**src/rtl/framebuffer_stream_sink_if.sv**
```systemverilog
// Bundles the AXIS pixel stream and the memory write port of the framebuffer stream sink.
// The sink uses the slave view; the producer/memory side uses the master view.
interface framebuffer_stream_sink_if #(
  parameter int STREAM_WIDTH     = 16,
  parameter int MEM_ADDR_WIDTH   = 14,
  parameter int STROBES_PER_BEAT = 4
);
  // AXIS pixel stream
  logic                        s_axis_tvalid;
  logic                        s_axis_tready;
  logic                        s_axis_tlast;
  logic [STREAM_WIDTH-1:0]     s_axis_tdata;

  // Memory write port
  logic                        memWrite;
  logic                        memReady;
  logic [MEM_ADDR_WIDTH-1:0]   memAddr;
  logic [STREAM_WIDTH-1:0]     memData;
  logic [STROBES_PER_BEAT-1:0] memMask;

  modport master (
    output s_axis_tvalid, s_axis_tlast, s_axis_tdata, memReady,
    input  s_axis_tready, memWrite, memAddr, memData, memMask
  );

  modport slave (
    input  s_axis_tvalid, s_axis_tlast, s_axis_tdata, memReady,
    output s_axis_tready, memWrite, memAddr, memData, memMask
  );
endinterface

```
**src/rtl/framebuffer_stream_sink.sv**
```systemverilog
// AXIS slave that receives one framebuffer frame per apply and writes it beat-by-beat
// to a memory write port. A 2-entry skid buffer decouples the stream from write-port
// stalls so s_axis_tready can come straight from a flop. Framing is checked against
// the expected beat count; any mismatch sets a sticky tlastError.
module framebuffer_stream_sink #(
  parameter int FRAME_SIZE           = 128 * 128,
  parameter int STREAM_WIDTH         = 16,
  parameter int NUMBER_OF_SUB_PIXELS = 4,
  parameter int SUB_PIXEL_WIDTH      = 4
) (
  input  logic                            clk,
  input  logic                            resetn,
  input  logic                            apply,
  output logic                            applied,
  input  logic [NUMBER_OF_SUB_PIXELS-1:0] writeMask,
  framebuffer_stream_sink_if.slave        bus,
  output logic                            frameDone,
  output logic                            tlastError
);
  localparam int PIXEL_WIDTH      = NUMBER_OF_SUB_PIXELS * SUB_PIXEL_WIDTH;
  localparam int PIXEL_PER_BEAT   = STREAM_WIDTH / PIXEL_WIDTH;
  localparam int BEATS            = FRAME_SIZE / PIXEL_PER_BEAT;
  localparam int MEM_ADDR_WIDTH   = $clog2(FRAME_SIZE * PIXEL_WIDTH / 8) - 1 - $clog2(PIXEL_PER_BEAT);
  localparam int STROBES_PER_BEAT = STREAM_WIDTH / SUB_PIXEL_WIDTH;
  localparam int BEAT_CNT_WIDTH   = $clog2(BEATS + 1);
  localparam logic [BEAT_CNT_WIDTH-1:0] LAST_BEAT = BEAT_CNT_WIDTH'(BEATS - 1);

  typedef enum logic [1:0] {
    IDLE  = 2'd0,
    RECV  = 2'd1,
    DRAIN = 2'd2
  } state_t;

  state_t                          stateReg, stateNext;
  logic [STREAM_WIDTH-1:0]         skid0Reg;      // head of the skid buffer, drives memData
  logic [STREAM_WIDTH-1:0]         skid1Reg;      // second entry, only valid when fill is 2
  logic [1:0]                      fillReg, fillNext;
  logic                            treadyReg, treadyNext;
  logic [BEAT_CNT_WIDTH-1:0]       beatCntReg;    // beats accepted in the current frame
  logic [MEM_ADDR_WIDTH-1:0]       memAddrReg;    // beats written in the current frame
  logic [NUMBER_OF_SUB_PIXELS-1:0] maskReg;
  logic                            tlastErrorReg;
  logic                            frameDoneReg;
  logic [STROBES_PER_BEAT-1:0]     maskBeat;
  logic                            memWrite;

  logic accept;      // beat handshake on the stream this cycle
  logic pop;         // write handshake on the memory port this cycle
  logic lastBeat;    // the beat on the stream would be the final one of a full frame
  logic frameEnd;    // accepted beat closes the frame, normally or by truncation
  logic finalWrite;  // last buffered beat leaves while draining
  logic armFrame;    // apply taken in IDLE

  assign accept     = bus.s_axis_tvalid && treadyReg;
  assign pop        = memWrite && bus.memReady;
  assign lastBeat   = (beatCntReg == LAST_BEAT);
  assign frameEnd   = accept && (bus.s_axis_tlast || lastBeat);
  assign finalWrite = (stateReg == DRAIN) && pop && (fillReg == 2'd1);
  assign armFrame   = (stateReg == IDLE) && apply;

  // State register.
  always_ff @(posedge clk or negedge resetn) begin
    if (!resetn) begin
      stateReg <= IDLE;
    end else begin
      stateReg <= stateNext;
    end
  end

  // Next-state logic: arm on apply, stop receiving on frame end, return once drained.
  always_comb begin
    stateNext = stateReg;
    unique case (stateReg)
      IDLE:    if (apply)      stateNext = RECV;
      RECV:    if (frameEnd)   stateNext = DRAIN;
      DRAIN:   if (finalWrite) stateNext = IDLE;
      default:                 stateNext = IDLE;
    endcase
  end

  // FSM outputs: idle indication and a pending write whenever the skid buffer holds data.
  always_comb begin
    applied  = (stateReg == IDLE);
    memWrite = (fillReg != 2'd0);
  end

  // Skid occupancy lookahead; ready is registered from the occupancy after this cycle.
  always_comb begin
    fillNext = fillReg;
    case ({accept, pop})
      2'b10:   fillNext = fillReg + 2'd1;
      2'b01:   fillNext = fillReg - 2'd1;
      default: fillNext = fillReg;
    endcase
    treadyNext = (stateNext == RECV) && (fillNext != 2'd2);
  end

  // Two-entry FIFO: head only advances on a write handshake so memData holds while stalled.
  always_ff @(posedge clk or negedge resetn) begin
    if (!resetn) begin
      skid0Reg <= '0;
      skid1Reg <= '0;
      fillReg  <= 2'd0;
    end else begin
      fillReg <= fillNext;
      if (accept && ((fillReg == 2'd0) || (pop && fillReg == 2'd1))) begin
        skid0Reg <= bus.s_axis_tdata;
      end else if (pop) begin
        skid0Reg <= skid1Reg;
      end
      if (accept && ((fillReg == 2'd1 && !pop) || fillReg == 2'd2)) begin
        skid1Reg <= bus.s_axis_tdata;
      end
    end
  end

  // Frame bookkeeping: mask latch, beat/address counters, framing error and done pulse.
  always_ff @(posedge clk or negedge resetn) begin
    if (!resetn) begin
      treadyReg     <= 1'b0;
      beatCntReg    <= '0;
      memAddrReg    <= '0;
      maskReg       <= '0;
      tlastErrorReg <= 1'b0;
      frameDoneReg  <= 1'b0;
    end else begin
      treadyReg    <= treadyNext;
      frameDoneReg <= finalWrite;
      if (armFrame) begin
        maskReg       <= writeMask;
        tlastErrorReg <= 1'b0;
        beatCntReg    <= '0;
        memAddrReg    <= '0;
      end else begin
        if (accept) begin
          beatCntReg <= beatCntReg + BEAT_CNT_WIDTH'(1);
          // Early tlast truncates the frame; a missing tlast on the final beat ends it anyway.
          if (bus.s_axis_tlast != lastBeat) begin
            tlastErrorReg <= 1'b1;
          end
        end
        if (pop) begin
          memAddrReg <= memAddrReg + MEM_ADDR_WIDTH'(1);
        end
      end
    end
  end

  // Replicate the channel mask once per pixel packed in a beat.
  genvar gi;
  for (gi = 0; gi < PIXEL_PER_BEAT; gi++) begin : gMaskRep
    assign maskBeat[gi*NUMBER_OF_SUB_PIXELS +: NUMBER_OF_SUB_PIXELS] = maskReg;
  end

  assign bus.s_axis_tready = treadyReg;
  assign bus.memWrite      = memWrite;
  assign bus.memAddr       = memAddrReg;
  assign bus.memData       = skid0Reg;
  assign bus.memMask       = maskBeat;
  assign frameDone         = frameDoneReg;
  assign tlastError        = tlastErrorReg;
endmodule

```
**src/flat_wrapper.sv**
```systemverilog
// flat-port wrapper written by rule: the top's interface ports become plain ports
module framebuffer_stream_sink_flat 
#(
  parameter int FRAME_SIZE           = 128 * 128,
  parameter int STREAM_WIDTH         = 16,
  parameter int NUMBER_OF_SUB_PIXELS = 4,
  parameter int SUB_PIXEL_WIDTH      = 4
)
  (clk, resetn, apply, applied, writeMask, frameDone, tlastError, bus_s_axis_tvalid, bus_s_axis_tlast, bus_s_axis_tdata, bus_memReady, bus_s_axis_tready, bus_memWrite, bus_memAddr, bus_memData, bus_memMask);
  framebuffer_stream_sink_if #(.STREAM_WIDTH(STREAM_WIDTH)) bus_i ();
  input  logic clk;
  input  logic resetn;
  input  logic apply;
  output logic applied;
  input  logic [NUMBER_OF_SUB_PIXELS-1:0] writeMask;
  output logic frameDone;
  output logic tlastError;
  input wire logic [$bits(bus_i.s_axis_tvalid)-1:0] bus_s_axis_tvalid;
  input wire logic [$bits(bus_i.s_axis_tlast)-1:0] bus_s_axis_tlast;
  input wire logic [$bits(bus_i.s_axis_tdata)-1:0] bus_s_axis_tdata;
  input wire logic [$bits(bus_i.memReady)-1:0] bus_memReady;
  output wire logic [$bits(bus_i.s_axis_tready)-1:0] bus_s_axis_tready;
  output wire logic [$bits(bus_i.memWrite)-1:0] bus_memWrite;
  output wire logic [$bits(bus_i.memAddr)-1:0] bus_memAddr;
  output wire logic [$bits(bus_i.memData)-1:0] bus_memData;
  output wire logic [$bits(bus_i.memMask)-1:0] bus_memMask;
  assign bus_i.s_axis_tvalid = bus_s_axis_tvalid;
  assign bus_i.s_axis_tlast = bus_s_axis_tlast;
  assign bus_i.s_axis_tdata = bus_s_axis_tdata;
  assign bus_i.memReady = bus_memReady;
  assign bus_s_axis_tready = bus_i.s_axis_tready;
  assign bus_memWrite = bus_i.memWrite;
  assign bus_memAddr = bus_i.memAddr;
  assign bus_memData = bus_i.memData;
  assign bus_memMask = bus_i.memMask;
  framebuffer_stream_sink #(.FRAME_SIZE(FRAME_SIZE), .STREAM_WIDTH(STREAM_WIDTH), .NUMBER_OF_SUB_PIXELS(NUMBER_OF_SUB_PIXELS), .SUB_PIXEL_WIDTH(SUB_PIXEL_WIDTH)) u_core (.clk(clk), .resetn(resetn), .apply(apply), .applied(applied), .writeMask(writeMask), .bus(bus_i), .frameDone(frameDone), .tlastError(tlastError));
endmodule
```
**config.mk**
```make
export PLATFORM = sky130hd
export DESIGN_NAME = framebuffer_stream_sink_flat
export DESIGN_NICKNAME = d
export VERILOG_FILES = /design/src/rtl/framebuffer_stream_sink_if.sv /design/src/rtl/framebuffer_stream_sink.sv /design/src/flat_wrapper.sv
export SDC_FILE = /design/constraint.sdc
export NUM_CORES = 1
export LEC_CHECK = 0
export ABC_AREA = 1
export BUFFER_PORTS_ARGS = -buffer_cell sky130_fd_sc_hd__buf_4
export CELL_PAD_IN_SITES_DETAIL_PLACEMENT = 1
export CELL_PAD_IN_SITES_GLOBAL_PLACEMENT = 1
export CORE_UTILIZATION = 40
export DETAILED_ROUTE_END_ITERATION = 8
export GPL_TIMING_DRIVEN = 1
export HOLD_SLACK_MARGIN = 0.1
export PLACE_DENSITY_LB_ADDON = 0.1
export SLEW_MARGIN = 10
export SYNTH_ARGS = -nofsm -noshare
export SYNTH_HDL_FRONTEND = slang
export SYNTH_SLANG_ARGS = --single-unit
export TNS_END_PERCENT = 10
```
**constraint.sdc**
```tcl
create_clock -name clk -period 2.57 [get_ports clk]
set_clock_uncertainty 0.15 [all_clocks]
set_input_delay 0.6425 -clock clk [delete_from_list [all_inputs] [get_ports clk]]
set_output_delay 0.6425 -clock clk [all_outputs]
set_load 0.005 [all_outputs]
```
* After elaboration in Yosys (flattened, before gate mapping) *
Index checks and enable logic that the tools add are counted.

storage, ports and cells
  bits in registers = 72
  output and inout bits = 39
  input bits = 26

operators by class
  add/subtract/negate cells = 4
  multiplexer cells = 14
  reduce and logical (&&, ||, !) cells = 23
  eq/ne operators = 10

operator list
  operator                 number
  $mux W16                 2
  $mux W15                 2
  $mux W14                 2
  $add A15 B1 Y15 const B  1
  $eq A15 B14 Y1 const B   1
  $add A14 B1 Y14 const B  1
  $logic_and A1 B1 Y1      11
  $reduce_bool A2 Y1       5
  $eq A2 B1 Y1 const B     4
  $eq A2 B2 Y1 const B     3
  $mux W2                  3
  $pmux W2 S3              1
  $logic_not A2 Y1         2
  $pmux W2 S2              1
  $logic_or A1 B1 Y1       3
  $mux W1                  3
  $add A2 B1 Y2 const B    1
  $ne A2 B2 Y1 const B     1
  $reduce_and A2 Y1        1
  $sub A2 B1 Y2 const B    1
  $logic_not A1 Y1         1
  $ne A1 B1 Y1             1

* Longest topological paths before layout *
Gate-level depths: netlist of the first run.

  depth in word-level cells = 8
  gate-level depth with buffers = 12
  gate-level depth less buffers = 11

* Worst setup path after synthesis of the first run *
OpenSTA, ideal clock, no wires.

  path kind = register -> register
  start point = reg u_core.fillReg[0]
  end point = reg u_core.treadyReg, in the netlist u_core.bus.s_axis_tready
  period minus slack after synthesis = 1945 ps
  setup time = 116 ps
  data arrival time = 1680 ps
  stages on the path, launching flop included = 13
  setup slack = 625 ps
  path through = dfrtp_1 inv_1 ha_1 inv_2 nand2_4 inv_4 buf_2 ha_1 inv_1 o211ai_1 o21ai_0 nor2_1 nor2_1

between the ends
  elaborated cells on any way between the ends = 15
  those cells by class = add/sub: 2; eq/ne: 5; mux: 3; reduce/logical: 5

RTL lines
  element                                       RTL line                        text
  start: declaration                            framebuffer_stream_sink.sv:37   logic [1:0] fillReg, fillNext;
  start signal: assignment                      framebuffer_stream_sink.sv:105  fillReg <= fillNext;
  $reduce_bool A2 Y1 (*)                        framebuffer_stream_sink.sv:84   memWrite = (fillReg != 2'd0);
  net bus_memWrite                              flat_wrapper.sv:23              output wire logic [$bits(bus_i.memWrite)-1:0] bus_memWrite;
  $logic_and A1 B1 Y1 (*)                       framebuffer_stream_sink.sv:55   assign pop = memWrite && bus.memReady;
  $eq A2 B1 Y1 or $eq A2 B2 Y1 (tied branches)  framebuffer_stream_sink.sv:90   case ({accept, pop})
  $pmux W2 S2 (*)                               framebuffer_stream_sink.sv:90
  net u_core.fillNext[0]                        framebuffer_stream_sink.sv:37
  $ne A2 B2 Y1 (*)                              framebuffer_stream_sink.sv:95   treadyNext = (stateNext == RECV) && (fillNext != 2'd2);
  $logic_and A1 B1 Y1 (*)                       framebuffer_stream_sink.sv:95
  net u_core.treadyNext                         framebuffer_stream_sink.sv:38   logic treadyReg, treadyNext;
  end signal: assignment                        framebuffer_stream_sink.sv:127  treadyReg <= treadyNext;
  end: declaration                              framebuffer_stream_sink.sv:38

The timed path passes the listed nets; every way through them passes the cells marked *.
A chain may end at the register's enable or synchronous reset.

* Worst setup path after layout of the first run *
  start point = reg u_core.fillReg[0]
  end point = reg u_core.treadyReg, in the netlist u_core.bus.s_axis_tready

between the ends
  word-level cells in the longest chain between the ends = 8
  elaborated cells on any way between the ends = 15
  those cells by class = add/sub: 2; eq/ne: 5; mux: 3; reduce/logical: 5

ends and longest elaborated chain
  element                            RTL line                       text
  $reduce_bool A2 Y1                 framebuffer_stream_sink.sv:84
  $logic_and A1 B1 Y1                framebuffer_stream_sink.sv:55
  $logic_and A1 B1 Y1 (2 in series)  framebuffer_stream_sink.sv:58  assign finalWrite = (stateReg == DRAIN) && pop && (fillReg == 2'd1);
  $mux W2                            framebuffer_stream_sink.sv:76  DRAIN: if (finalWrite) stateNext = IDLE;
  $pmux W2 S3                        framebuffer_stream_sink.sv:73  unique case (stateReg)
  $eq A2 B1 Y1                       framebuffer_stream_sink.sv:95
  $logic_and A1 B1 Y1 (*)            framebuffer_stream_sink.sv:95
  net u_core.treadyNext              framebuffer_stream_sink.sv:38

Marked as above.

==> results.sh, run 1 <==
export IMPL_period_share_pct=83.0
export IMPL_fmaxAchievable_ghz=0.469
export IMPL_worstReg2RegEnd="u_core.bus.s_axis_tready$_DFF_PN0_"
export IMPL_rsz0062_at_grt="false"
export IMPL_die_y_um=95.7
export IMPL_dpl_cell_area_um2=4110
export IMPL_routed_via_count=3079
export IMPL_r2r_cells=11
export IMPL_cts_buffers=9
export IMPL_synth_xor_area_share_pct=0.249
export IMPL_crit_path_start_kind="flop"
export IMPL_p_per_area_nw_per_um2=924
export IMPL_n_antenna_cell=0
export IMPL_postRouteWirelength_um=8850
export IMPL_syn_inst=424
export IMPL_syn_nets=458
export IMPL_async_flop_share_pct=100
export IMPL_finalSetupViolations=0
export IMPL_hp_class="input pin to asynchronous set/reset pin"
export IMPL_netlist_area_leader_share_pct=51.3
export IMPL_drt_initial_drc_count=100
export IMPL_cp_required_ns=2.69
export IMPL_synth_area_um2=3510
export IMPL_ant_nets=0
export IMPL_slew_viol_final=0
export IMPL_drv_cap=0
export IMPL_synth_most_common_cell="nand2_1"
export IMPL_rows=33
export IMPL_synth_simple_area_share_pct=24.4
export IMPL_cpPeakStageDelay_ns=0.36
export IMPL_grt_usage_pct=21.4
export IMPL_synthAdderAreaFrac_pct=2.85
export IMPL_final_cells=602
export IMPL_cts_tree="built"
export IMPL_final_nets=526
export IMPL_clock_sinks=72
export IMPL_utilization_pct=51.6
export IMPL_insertion_delay_ns=0.34
export IMPL_worstMarginPinSlew_ns=0.486
export IMPL_synth_edff_count=0
export IMPL_io_buffers=64
export IMPL_muxShareOfSynthArea_pct=0
export IMPL_dieWidth_um=95.7
export IMPL_synth_top_family_by_area="simple AND/OR/NAND/NOR gates"
export IMPL_grt_start_max_net_pins=36
export IMPL_routed_via_density=5.11
export IMPL_reg2reg_slack_ns=0.44
export IMPL_clock_root_buffer="clkbuf_8"
export IMPL_ctsHoldBuffers=0
export IMPL_fin_ws_ns=0.436
export IMPL_ys_top_cells_by_count="103 x nand2_1, 72 x dfrtp_1, 57 x inv_1"
export IMPL_min_period_ns=2.13
export IMPL_synth_area_leader_cell="dfrtp_1"
export IMPL_grt_pass1_wl_um=14900
export IMPL_antenna_found_initial=0
export IMPL_final_setup_tns_ns=0
export IMPL_crit_chain="inv_1, ha_1, inv_2, nand2_4, inv_4, ha_1, inv_1, o211ai_1, o21ai_0, nor2_1, nor2_1"
export IMPL_dp_cells=586
export IMPL_p_leak_nw=2.14
export IMPL_finalInstanceArea_um2=4310
export IMPL_yosys_register_bits=72
export IMPL_cts_setup_buffers=0
export IMPL_fp_coreArea_um2=8340
export IMPL_slew_headroom_pct=67.6
export IMPL_worst_path_max_delay_cell="dfrtp_1"
export IMPL_drc=0
export IMPL_ys_flop_type="dfrtp_1"
export IMPL_post_cts_resized=0
export IMPL_hpwl_um=6380
export IMPL_ioPinCount=65
export IMPL_synth_seq_area_share_pct=51.3
export IMPL_status="completed"
export IMPL_clockBufferDepth=2
export IMPL_synth_compound_area_share_pct=12.4
export IMPL_place_ws_ns=0.427
export IMPL_synth_avg_cell_area_um2=8.28
export IMPL_syn2layout_area_growth_pct=22.6
export IMPL_peakVddDrop_uv=473
export IMPL_hold_violations=0
export IMPL_start_util_pct=42.1
export IMPL_arrival_ns=2.26
export IMPL_clk_pin_slew_ns=0.08
export IMPL_critPathKind="flop to flop"
export IMPL_cp_end_kind="flop"
export IMPL_grt_ovfl_total=0
export IMPL_die_area_um2=9160
export IMPL_synth_warnings=0
export IMPL_grt_pass1_vias=3165
export IMPL_cts_htree_levels=3
export IMPL_critPathMaxFanout=22
export IMPL_drtPass1Iterations=4
export IMPL_synthTopCellsByArea="dfrtp_1 51%, nand2_1 11%, inv_1 6.1%, nor2_1 4.9%, o21ai_0 4.6%"
export IMPL_r2r_start="u_core.fillReg[0]$_DFF_PN0_"
export IMPL_drive_above_1_share_pct=19.7
export IMPL_synth_distinct_cells=29
export IMPL_avgRoutedWirePerCell_um=14.7
export IMPL_gp_congestion=0.765
-- worst max path at each step --
stage	start	endpoint	slack (ns)	depth (start not counted)
3_5_place_dp	u_core.fillReg[0]$_DFF_PN0_	u_core.bus.s_axis_tready$_DFF_PN0_	0.43	11
3_3_place_gp	bus_memReady	u_core.bus.s_axis_tready$_DFF_PN0_	0.53	9
4_1_cts	u_core.fillReg[0]$_DFF_PN0_	u_core.bus.s_axis_tready$_DFF_PN0_	0.42	11
2_1_floorplan	u_core.fillReg[0]$_DFF_PN0_	u_core.bus.s_axis_tready$_DFF_PN0_	0.62	12
6_report	u_core.fillReg[0]$_DFF_PN0_	u_core.bus.s_axis_tready$_DFF_PN0_	0.44	11
5_1_grt	u_core.fillReg[0]$_DFF_PN0_	u_core.bus.s_axis_tready$_DFF_PN0_	0.25	11
-- flip-flops by register name (all words and copies together), names as in the netlist, 2 cells and up --
name                count
u_core.bus.memMask      4
u_core.bus.memData     16
u_core.beatCntReg      15
u_core.bus.memAddr     14
u_core.stateReg         2
u_core.fillReg          2
u_core.skid1Reg        16
-- through the flow --
step	hold slack, ns	total power [W]
2_1_floorplan	0.197	0.00251
3_3_place_gp	0.313	0.00304
3_5_place_dp	0.321	0.00312
4_1_cts	0.114	0.00404
5_1_grt	0.134	0.00429
6_report	0.103	0.00398
-- per-layer routing --
metal | vias to the layer above | track usage, % | wire length [µm]
met1 | 1508 | 26.6 | 4020
met3 | 13 | 4.15 | 305
met5 | - | 0 | 0
li1 | 1499 | - | -
met2 | 59 | 36.9 | 4390
met4 | 0 | 7.59 | 133
-- report_power, final --
part | total [W] | switching [W] | internal [W]
Clock | 0.000901 | 0.000424 | 0.000478
Combinational | 0.00138 | 0.000777 | 0.000606
Sequential | 0.00169 | 0.000221 | 0.00147
-- layout make-up --
cell class / instances / area, µm²
clock buffers: 12 / 145
clock inverters: 4 / 53.8
fillers: 1030 / 4040
inverters: 60 / 228
multi-input cells: 278 / 1400
flip-flops and latches: 72 / 1800
well taps: 105 / 131
repair buffers: 71 / 546
-- cell families after synthesis --
family / Yosys count
AOI/OAI and AO/OA: 71
xor gates and xnor gates: 1
adders and majority gates: 8
buffers and inverters: 74
DFF: 72
and+or+nand+nor: 198
-- cells in the final DEF, fill, tap and decap left out, drive strengths merged --
cell type | netlist | layout
nand2 | 104 | 104
dfrtp | 72 | 72
buf | 13 | 71
inv | 60 | 60
nor2 | 52 | 52
o21ai | 33 | 33
nand3 | 27 | 27
o211ai | 18 | 18
a21oi | 13 | 13
clkbuf | 1 | 12
ha | 8 | 8
nand4 | 6 | 6
nor3 | 4 | 4
o21bai | 4 | 4
nor3b | 3 | 3
clkinvlp | 0 | 2
or2 | 1 | 1
o32ai | 1 | 1
a21o | 1 | 1
a211oi | 1 | 1
and3 | 1 | 1
xor2 | 1 | 1
clkinv | 0 | 1
bufinv | 0 | 1
-- worst max-delay path, delay by kind of cell, from the launching register on --
| family | cells | cell delay, ns |
|---|---|---|
| DFF | 1 | 0.36 |
| buffers and inverters | 4 | 0.55 |
| adders and majority gates | 2 | 0.52 |
| and+or+nand+nor | 3 | 0.26 |
| AOI/OAI and AO/OA | 2 | 0.23 |
Power figures use the tool's default switching activity.
==> inputs of run 2 (changes only) <==
clock period = 2.05 ns   (was 2.57 ns; I/O delays follow)
==> run 2 against run 1 <==
Power increased by 28%. Hold slack gained 0.10 ns. Wire length rose by 4.7%. Fmax up 6.6%. Critical path depth fell by 1. Global-route usage is 0.75 points higher. Non-clock buffer count rose by 5. Cell area is 1.3% higher. Sequential share of layout area down 0.54 points. Die area unchanged. Clock power grew 25%.
==> results.sh, run 2 (synthesized netlist as in run 1, its figures left out) <==
export IMPL_status="completed"
export IMPL_hold_violations=0
export IMPL_routed_via_count=3127
export IMPL_fmaxAchievable_ghz=0.500
export IMPL_finalSetupViolations=0
export IMPL_p_leak_nw=2.17
export IMPL_drtPass1Iterations=4
export IMPL_syn2layout_area_growth_pct=24.2
export IMPL_combinationalPowerShare_pct=35.7
export IMPL_clkPwrFrac_pct=22.2
export IMPL_rows=33
export IMPL_io_buffers=64
export IMPL_fill_cells=1021
export IMPL_hold_worst_slack_ns=0.204
export IMPL_fp_coreArea_um2=8340
export IMPL_clk_pin_slew_ns=0.08
export IMPL_n_antenna_cell=0
export IMPL_clock_root_buffer="clkbuf_8"
export IMPL_cp_required_ns=2.15
export IMPL_routed_via_density=5.15
export IMPL_peakVddDrop_uv=500
export IMPL_grt_start_max_net_pins=33
export IMPL_multi_input_area_um2=1420
export IMPL_ant_nets=0
export IMPL_cts_buffers=9
export IMPL_critPathKind="flop to flop"
export IMPL_finalInstanceArea_um2=4360
export IMPL_clock_sinks=72
export IMPL_grt_pass1_vias=3255
export IMPL_avgRoutedWirePerCell_um=15.3
export IMPL_p_switching_w=0.00187
export IMPL_hp_class="input pin to flop"
export IMPL_seq_area_um2=1800
export IMPL_slew_headroom_pct=70.7
export IMPL_cts_tree="built"
export IMPL_start_util_pct=42.1
export IMPL_die_area_um2=9160
export IMPL_period_share_pct=97.6
export IMPL_arrival_ns=2.10
export IMPL_grt_ovfl_total=0
export IMPL_worstMarginPinSlew_ns=0.438
export IMPL_grt_usage_pct=22.1
export IMPL_gp_congestion=0.772
export IMPL_clockBufferDepth=2
export IMPL_hpwl_um=6520
export IMPL_p_per_area_nw_per_um2=1160
export IMPL_cp_end_kind="flop"
export IMPL_power_internal_w=0.00321
export IMPL_final_cell_mix="103 x nand2_1, 73 x buf_4, 72 x dfrtp_1"
export IMPL_place_ws_ns=0.0210
export IMPL_grt_pass1_wl_um=15500
export IMPL_cts_htree_levels=3
export IMPL_postRouteWirelength_um=9270
export IMPL_ioPinCount=65
export IMPL_cts_setup_buffers=0
export IMPL_crit_path_start_kind="flop"
export IMPL_antenna_found_initial=0
export IMPL_rsz0062_at_grt="true"
export IMPL_p_sw_share_pct=36.9
export IMPL_mostFrequentLayoutCell="nand2_1"
export IMPL_final_nets=532
export IMPL_insertion_delay_ns=0.35
export IMPL_slew_viol_final=0
export IMPL_fin_ws_ns=0.0484
export IMPL_drv_cap=0
export IMPL_drc=0
export IMPL_dieWidth_um=95.7
export IMPL_critPathMaxFanout=9
export IMPL_utilization_pct=52.3
export IMPL_dpl_cell_area_um2=4150
export IMPL_seq_power_share_pct=42.1
export IMPL_die_y_um=95.7
export IMPL_drive_above_1_share_pct=20.7
export IMPL_drt_initial_drc_count=113
export IMPL_min_period_ns=2.00
[run 2: power by group through the flow]
stage / logic [W] / registers (W) / clock network, W
after global placement: 0.00172 / 0.00214 / 0
after CTS: 0.00181 / 0.00213 / 0.00115
final: 0.00181 / 0.00214 / 0.00113
after global routing: 0.00206 / 0.00219 / 0.00121
after floorplan: 0.00104 / 0.00210 / 0
after detailed placement: 0.00180 / 0.00215 / 0
[run 2: path summary, 6_finish.rpt]
| kind | from | end | slack, ns | cells past startpoint |
|---|---|---|---|---|
| min in group asynchronous | resetn | u_core.bus.memData[3]$_DFFE_PN0P_ | 0.46 | 2 |
| max reg2reg | u_core.fillReg[1]$_DFF_PN0_ | u_core.bus.s_axis_tready$_DFF_PN0_ | 0.05 | 10 |
| max | u_core.fillReg[1]$_DFF_PN0_ | u_core.bus.s_axis_tready$_DFF_PN0_ | 0.05 | 10 |
| max in group asynchronous | resetn | u_core.bus.memData[8]$_DFFE_PN0P_ | 0.76 | 3 |
| min | writeMask[0] | u_core.bus.memMask[0]$_DFFE_PN0P_ | 0.20 | 3 |
| min reg2reg | u_core.bus.memMask[0]$_DFFE_PN0P_ | u_core.bus.memMask[0]$_DFFE_PN0P_ | 0.34 | 2 |
[run 2: repair_timing]
action	4_1_cts	5_1_grt
hold endpoints to repair	23	0
endpoints found under the setup margin	0	33
hold buffers	1	0
gates resized for setup	0	2
[run 2: area by class of cell]
type                       count  share of cell area [%]
tap                          105                    3.01
clock inverter                 5                    1.35
sequential                    72                    41.3
timing repair buffer          76                    13.7
multi-input combinational    279                    32.5
clock buffer                  10                    2.93
inverter                      60                    5.22
[run 2: metal layers]
layer / vias to the layer above / wire, µm / global-route usage (%)
met5: - / 0 / 0
met4: 0 / 74 / 5.97
met3: 6 / 315 / 3.91
met2: 49 / 4550 / 37.9
met1: 1568 / 4320 / 28.8
li1: 1504 / - / -
[run 2: per-stage QoR]
stage | power (W) | setup TNS, ns | std cells
6_report | 0.00508 | 0 | 607
5_1_grt | 0.00545 | -0.0840 | 607
4_1_cts | 0.00509 | 0 | 606
3_5_place_dp | 0.00395 | 0 | 590
3_3_place_gp | 0.00386 | 0 | 590
2_1_floorplan | 0.00314 | 0 | 424
[run 2: critical path, stage by stage (launching register included)]
cell,delay (ns)
dfrtp_1,0.38
inv_1,0.08
ha_1,0.20
inv_2,0.09
nand2_4,0.06
buf_4,0.17
ha_1,0.23
o211ai_1,0.18
o21ai_0,0.17
nor2_1,0.15
nor2_1,0.05
==> inputs of run 3 (changes only) <==
CORE_MARGIN = 2   (was default)
==> run 3 against run 2 <==
Sequential power about the same. Sequential share of layout area down 0.73 points. Worst setup slack better by 0.082 ns.
==> results.sh, run 3 (synthesized netlist as in run 1, its figures left out) <==
export IMPL_status="completed"
export IMPL_path_buf_inv=3
export IMPL_drc=0
export IMPL_fp_coreArea_um2=8640
export IMPL_hpwl_um=6410
export IMPL_worst_path_max_delay_cell="dfrtp_1"
export IMPL_fill_cells=1061
export IMPL_arrival_ns=1.26
export IMPL_grt_pass1_vias=3292
export IMPL_dieWidth_um=97.7
export IMPL_period_share_pct=93.7
export IMPL_routed_via_count=3070
export IMPL_cts_buffers=9
export IMPL_min_period_ns=1.92
export IMPL_gp_congestion=0.772
export IMPL_peakVddDrop_uv=674
export IMPL_critPathMaxFanout=4
export IMPL_drive_above_1_share_pct=21.5
export IMPL_multi_input_area_um2=1410
export IMPL_cp_end_kind="output port"
export IMPL_io_buffers=64
export IMPL_seq_area_um2=1800
export IMPL_syn2layout_area_growth_pct=26.5
export IMPL_slew_viol_final=0
export IMPL_crit_path_start_kind="flop"
export IMPL_antenna_found_initial=0
export IMPL_routed_via_density=5.02
export IMPL_cp_required_ns=1.39
export IMPL_hold_violations=0
export IMPL_rows=34
export IMPL_postRouteWirelength_um=8850
export IMPL_fmaxAchievable_ghz=0.521
export IMPL_avgRoutedWirePerCell_um=14.5
export IMPL_die_y_um=97.7
export IMPL_drt_initial_drc_count=74
export IMPL_ant_nets=0
export IMPL_clockBufferDepth=2
export IMPL_grt_pass1_wl_um=15600
export IMPL_mostFrequentLayoutCell="nand2_1"
export IMPL_insertion_delay_ns=0.35
export IMPL_cts_tree="built"
export IMPL_p_leak_nw=2.22
export IMPL_final_nets=532
export IMPL_drtPass1Iterations=5
export IMPL_n_antenna_cell=0
export IMPL_grt_start_max_net_pins=42
export IMPL_worstMarginPinSlew_ns=0.274
export IMPL_cpMostUsedCell="inv_2"
export IMPL_crit_family="flip-flops"
export IMPL_cpPeakStageDelay_ns=0.38
export IMPL_p_per_area_nw_per_um2=1200
export IMPL_hp_class="input pin to flop"
export IMPL_final_cell_mix="103 x nand2_1, 72 x buf_4, 72 x dfrtp_1"
export IMPL_clk_pin_slew_ns=0.08
export IMPL_die_area_um2=9540
export IMPL_ioPinCount=65
export IMPL_start_util_pct=40.7
export IMPL_utilization_pct=51.4
export IMPL_grt_ovfl_total=0
export IMPL_p_total_w=0.00534
export IMPL_critPathKind="flop to output port"
export IMPL_crit_chain="inv_2, ha_1, inv_2, buf_4"
export IMPL_slew_headroom_pct=81.5
export IMPL_grt_usage_pct=20.2
export IMPL_drv_cap=0
export IMPL_clock_sinks=72
export IMPL_cts_htree_levels=3
export IMPL_finalSetupViolations=0
export IMPL_clock_root_buffer="clkbuf_8"
[run 3: cell count changes in the layout (fill, tap and decap cells not counted), moves of 2 or more]
cell / change
clkinv_2: +3
buf_12: +2
bufinv_16: +2
clkinvlp_4: -2
[run 3: worst min-delay path, cell delays in order]
cell	delay [ns]
buf_4	0.08
nand2_1	0.04
nand2_1	0.04
[run 3: per-layer routing]
metal	up-vias	track usage (%)	share of wire (%)
met3	7	3.88	3.9
met2	57	35.4	50
met1	1498	25.2	45
li1	1508	-	-
met5	-	0	0
met4	0	6.41	1.2
[run 3: worst paths after layout]
path                                              startpoint                                 end  slack (ns)  cells after the start
min in group asynchronous                             resetn  u_core.bus.memAddr[11]$_DFFE_PN0P_        0.42                      2
setup reg to reg                 u_core.fillReg[0]$_DFF_PN0_      u_core.skid1Reg[2]$_DFFE_PN0P_        0.14                     11
setup / recovery                 u_core.fillReg[0]$_DFF_PN0_                        bus_memWrite        0.13                      4
hold reg to reg            u_core.bus.memMask[3]$_DFFE_PN0P_   u_core.bus.memMask[3]$_DFFE_PN0P_        0.33                      2
max in group asynchronous                             resetn     u_core.skid1Reg[10]$_DFFE_PN0P_        0.81                      3
hold / removal                                  writeMask[2]   u_core.bus.memMask[2]$_DFFE_PN0P_        0.20                      3
[run 3: stage by stage]
stage                     cells  worst slack [ns]  setup TNS [ns]  instance area [µm²]  hold WS [ns]
after floorplan             424             0.105               0                 3510        0.0669
after global placement      593             0.157               0                 4170         0.257
after detailed placement    593            0.0277               0                 4170         0.257
after CTS                   610            0.0200               0                 4410         0.193
after global routing        611          -0.00890        -0.00890                 4440         0.203
final                       611             0.130               0                 4440         0.203
[run 3: cell type report]
class                      instances  share of cell area, %
inverter                          60                   5.13
multi-input combinational        278                   31.8
clock inverter                     7                   2.48
sequential                        72                   40.6
timing repair buffer              77                   14.2
clock buffer                       9                   2.79
tap                              108                   3.04
[run 3: what timing repair did]
action	CTS	global route
setup buffers	0	1
endpoints found under the setup margin	0	20
resized for setup	0	5
hold buffers	1	0
hold endpoints to repair	16	0
[run 3: report_power, final]
group / leakage (nW) / switching, W / total (W) / internal (W)
Sequential: 0.944 / 0.000282 / 0.00213 / 0.00185
Clock: 0.123 / 0.000550 / 0.00135 / 0.000800
Combinational: 1.15 / 0.000993 / 0.00186 / 0.000865
Total: 2.22 / 0.00183 / 0.00534 / 0.00351
